$ cat config.mk
export PLATFORM = sky130hd
export DESIGN_NAME = flp_round_reg
export DESIGN_NICKNAME = d
export VERILOG_FILES = /design/src/rtl/flp_pkg.sv /design/src/rtl/flp_round_core.sv /design/src/rtl/flp_round_reg.sv
export SDC_FILE = /design/constraint.sdc
export NUM_CORES = 1
export LEC_CHECK = 0
export CORE_UTILIZATION = 39
export CTS_CLUSTER_DIAMETER = 30
export CTS_CLUSTER_SIZE = 8
export DETAILED_ROUTE_END_ITERATION = 10
export PLACE_DENSITY = 0.82
export SYNTH_ARGS = -nofsm -noshare
export SYNTH_HDL_FRONTEND = slang
export SYNTH_SLANG_ARGS = --single-unit
export TNS_END_PERCENT = 5
$ cat constraint.sdc
create_clock -name clk -period 0.8 [get_ports clk]
set_input_delay 0.2 -clock clk [delete_from_list [all_inputs] [get_ports clk]]
set_output_delay 0.2 -clock clk [all_outputs]
set_load 0.05 [all_outputs]
$ cat src/rtl/flp_pkg.sv
// Shared FP32 datapath constants and derived widths for the rounding stage.
package flp_pkg;

  localparam int unsigned FP32_EWIDTH  = 8;
  localparam int unsigned FP32_SWIDTH  = 23;
  localparam int unsigned FP32_RSWIDTH = 2;

  localparam int unsigned FP32_IN_W  = FP32_SWIDTH + 1 + FP32_RSWIDTH;
  localparam int unsigned FP32_OUT_W = FP32_SWIDTH + 1;
  localparam int unsigned FP32_EXD_W = FP32_EWIDTH + 2;

endpackage

$ cat src/rtl/flp_round_core.sv
// Combinational round-half-to-even of a normalized significand with extra low-order bits.
module flp_round_core
  import flp_pkg::*;
#(
  parameter int unsigned EWIDTH  = FP32_EWIDTH,
  parameter int unsigned SWIDTH  = FP32_SWIDTH,
  parameter int unsigned RSWIDTH = FP32_RSWIDTH
) (
  input  logic [SWIDTH+RSWIDTH:0] i_sg,
  output logic [SWIDTH:0]         o_sg,
  output logic [EWIDTH+1:0]       o_exd
);

  logic [SWIDTH:0]   m;
  logic              g;
  logic              s;
  logic              roundup;
  logic [SWIDTH+1:0] sum;

  assign m = i_sg[SWIDTH+RSWIDTH:RSWIDTH];
  assign g = i_sg[RSWIDTH-1];

  if (RSWIDTH > 1) begin : g_sticky
    assign s = |i_sg[RSWIDTH-2:0];
  end else begin : g_no_sticky
    assign s = 1'b0;
  end

  // Ties (g set, nothing below) round up only when m is odd.
  assign roundup = g & (s | m[0]);
  assign sum     = {1'b0, m} + {{(SWIDTH + 1){1'b0}}, roundup};

  always_comb begin
    o_sg  = sum[SWIDTH:0];
    o_exd = '0;
    if (sum[SWIDTH+1]) begin
      o_sg  = sum[SWIDTH+1:1];
      o_exd = {{(EWIDTH + 1){1'b0}}, 1'b1};
    end
  end

endmodule

$ cat src/rtl/flp_round_reg.sv
// Registered rounding stage: one-cycle latency, outputs hold while no valid sample arrives.
module flp_round_reg
  import flp_pkg::*;
#(
  parameter int unsigned EWIDTH  = FP32_EWIDTH,
  parameter int unsigned SWIDTH  = FP32_SWIDTH,
  parameter int unsigned RSWIDTH = FP32_RSWIDTH
) (
  input  logic                    clk,
  input  logic                    rst,
  input  logic                    i_vld,
  input  logic [SWIDTH+RSWIDTH:0] i_sg,
  output logic                    o_vld,
  output logic [SWIDTH:0]         o_sg,
  output logic [EWIDTH+1:0]       o_exd
);

  logic [SWIDTH:0]   core_sg;
  logic [EWIDTH+1:0] core_exd;

  logic              vld_d,  vld_q;
  logic [SWIDTH:0]   sg_d,   sg_q;
  logic [EWIDTH+1:0] exd_d,  exd_q;

  flp_round_core #(
    .EWIDTH  (EWIDTH),
    .SWIDTH  (SWIDTH),
    .RSWIDTH (RSWIDTH)
  ) u_core (
    .i_sg  (i_sg),
    .o_sg  (core_sg),
    .o_exd (core_exd)
  );

  always_comb begin
    vld_d = i_vld;
    sg_d  = sg_q;
    exd_d = exd_q;
    if (i_vld) begin
      sg_d  = core_sg;
      exd_d = core_exd;
    end
  end

  always_ff @(posedge clk or posedge rst) begin
    if (rst) begin
      vld_q <= 1'b0;
      sg_q  <= '0;
      exd_q <= '0;
    end else begin
      vld_q <= vld_d;
      sg_q  <= sg_d;
      exd_q <= exd_d;
    end
  end

  assign o_vld = vld_q;
  assign o_sg  = sg_q;
  assign o_exd = exd_q;

endmodule

==> reports/results.ini <==
[synth]
yosysMostFrequentCell=dfrtp_1
syn_inst=184
synthArstFlopShare_pct=100
yosysTopAreaCell=dfrtp_1
synth.distinct_cells=40
ys.flop_type=dfrtp_1
syn_area_per_cell_um2=8.94
synth_seq_cells=26
ys_top_cells_by_area=dfrtp_1, nand2_1, xnor2_1
syn_area_mm2=0.00164
synth_common_cells=dfrtp_1, nand2_1, nor2_1
yosys_warnings=0
synth-seq-area-share_pct=39.6
synth_edf_count=0
yosysTopAreaCellShare_pct=39.6

[grt]
antenna_found_initial=0
grt_util_met2_pct=41.9
grt_max_degree=27
grt_use_met1_pct=29.1
use_met3_pct=3.42
grt_pass1_vias=1800
grt-busiest-layer=met2
grt_pass1_wl_um=8020
grt-ovfl-total=0
grt_util_all_layers_pct=23.6

[sta]
clock_skew_ps=0
rsz0062_at_grt=yes
fin_crit_ps=1700
worst_slack_ps=-905
fmax_mhz=587
hold_viol=0
fin_crit_sh_pct=213
final_max_slew_viol_count=0
setup_violations=51

[placed_design]
dp_hpwl_um=3620
io_buffer_count=54
place_area_mm2=0.00285
gp_congestion=0.974

[clock_network]
htreeDepth=1
cts_tree=done
clkTransAtPathRegs_ps=90
cts_buffer_depth=2
cts.root.buffer_cell=clkbuf_8
hold_buffers=0
numClockSinks=26
cts_made_buffers=3
clk_latency_ps=270

[finish]
drive_above_1_share_pct=37.7
stdcell_area_mm2=0.00299
diodes=0
n_fill_cell=275
multi_input_area_um2=986
nets=316
final_core_util_pct=74.3
area.sequential_um2=651
area_growth_pct=82.0

[worst_setup_path]
required_ps=990
cp.arrival_ps=1890
cp_max_fo=7
worstSetupPathType=input pin to flip-flop
crit_path_end_kind=flip-flop
setup.worst_path.start_class=input pin

[die]
start_util_pct=40.8
num_rows=23
die_height_um=66.9
coreArea_mm2=0.00403
die_area_mm2=0.00448
die_w_um=66.9
ios=64

[drt]
first_iter_violations=109
drt_pass1_iterations=4
ant_nets=0
drc=0
routed_wl_um=4980
via_count=1817
via_per_inst=5.44
wire_per_inst_um=14.9

[outcome]
status=finished, violations left
violations=setup timing

[run]
maxCapViolCount=0

[power_and_ir_drop]
p_leak_nw=1.31
power_density_mw_per_mm2=1390
ir_drop_mv=0.809

[min_path]
hold_class=input pin to async pin

## placed cells by master, fill, tap and decap left out, types with 2 or more instances in the layout
master / n
nand3_1: 7
mux2_2: 4
nor4_1: 4
o211ai_1: 3
o21ai_1: 2
buf_6: 4
clkbuf_8: 4
and4_1: 3
ha_4: 2
nand2b_1: 2
inv_1: 8
or4_4: 2
o31ai_1: 2
o31a_1: 2
clkdlybuf4s50_1: 12
dlygate4sd2_1: 9
xnor2_1: 8
nor3_1: 8
nand3_2: 2
nand2_1: 21
a211oi_1: 2
dlymetal6s2s_1: 4
xor2_1: 2
nand3_4: 2
nor4_2: 3
nor2_1: 11
o21ai_0: 4
o2bb2ai_1: 6
or3_1: 2
a21oi_1: 5
conb_1: 9
o21a_1: 2
buf_12: 27
buf_4: 49
or4_1: 2
nand4_1: 7
dfrtp_1: 26
## critical path, stage by stage
cell	delay [ps]
buf_6	70
o21a_1	160
ha_4	160
ha_4	140
nand3_4	80
or4_4	550
or4_4	440
o2111ai_2	100
## metal layers
layer  vias up  share of wire, %
li1        863                 -
met1       865                42
met2        78                50
met3        11               5.9
met4         0               2.0
met5         -                 0
## what timing repair did
action	4_1_cts	5_1_grt
buffers inserted	2	0
gates resized for setup	34	10
endpoints found under the hold margin	0	0
setup endpoints to repair	51	51
pin swaps	10	5
## cells by family (layout without fill, tap and decap cells)
| logic type | count (synthesis) | after routing | share of synthesized area [%] |
|---|---|---|---|
| xor+xnor | 10 | 10 | 5.33 |
| fa+ha+maj | 2 | 2 | 1.52 |
| compound gates | 34 | 34 | 14.8 |
| simple gates | 80 | 80 | 26.7 |
| other cells | 1 | 9 | 0.228 |
| mux | 5 | 5 | 3.35 |
| flops | 26 | 26 | 39.6 |
| buf+inv | 26 | 118 | 8.45 |
## per-stage QoR
step | setup WS (ps) | hold slack (ps) | instances | total power [mW] | setup TNS [ps]
2_1_floorplan | -1140 | 231 | 192 | 2.35 | -24230
3_3_place_gp | -1520 | 535 | 328 | 3.28 | -36300
3_5_place_dp | -1580 | 535 | 328 | 3.31 | -37180
4_1_cts | -936 | 276 | 334 | 4.15 | -27700
5_1_grt | -924 | 293 | 334 | 4.33 | -28750
6_report | -905 | 264 | 334 | 4.15 | -26840
## power breakdown
part           leakage (nW)  internal, mW  switching, mW
Sequential            0.310          1.43          0.136
Clock                0.0288         0.440          0.410
Combinational         0.971         0.828          0.901
## cell type report
class | count | area share, %
timing repair buffer | 106 | 40.4
clock buffer | 4 | 1.84
sequential | 26 | 21.7
tap | 50 | 2.09
inverter | 8 | 1.00
multi-input combinational | 140 | 33.0
## flip-flops by register name, summed over array words and instances, names as in the netlist
name   flops
o_sg      24
o_vld      1
o_exd      1
## final timing paths
check / from / to / slack (ps) / cells after the start
hold / removal: rst / o_sg[20]$_DFFE_PP0P_ / 260 / 3
hold reg to reg: o_sg[11]$_DFFE_PP0P_ / o_sg[11]$_DFFE_PP0P_ / 560 / 1
max in group asynchronous: rst / o_sg[1]$_DFFE_PP0P_ / 380 / 3
setup / recovery: i_sg[2] / o_sg[20]$_DFFE_PP0P_ / -900 / 8
min in group clk: i_sg[9] / o_sg[7]$_DFFE_PP0P_ / 380 / 4
setup reg to reg: o_sg[23]$_DFFE_PP0P_ / o_sg[23]$_DFFE_PP0P_ / -130 / 3
Power figures use the tool's default switching activity.
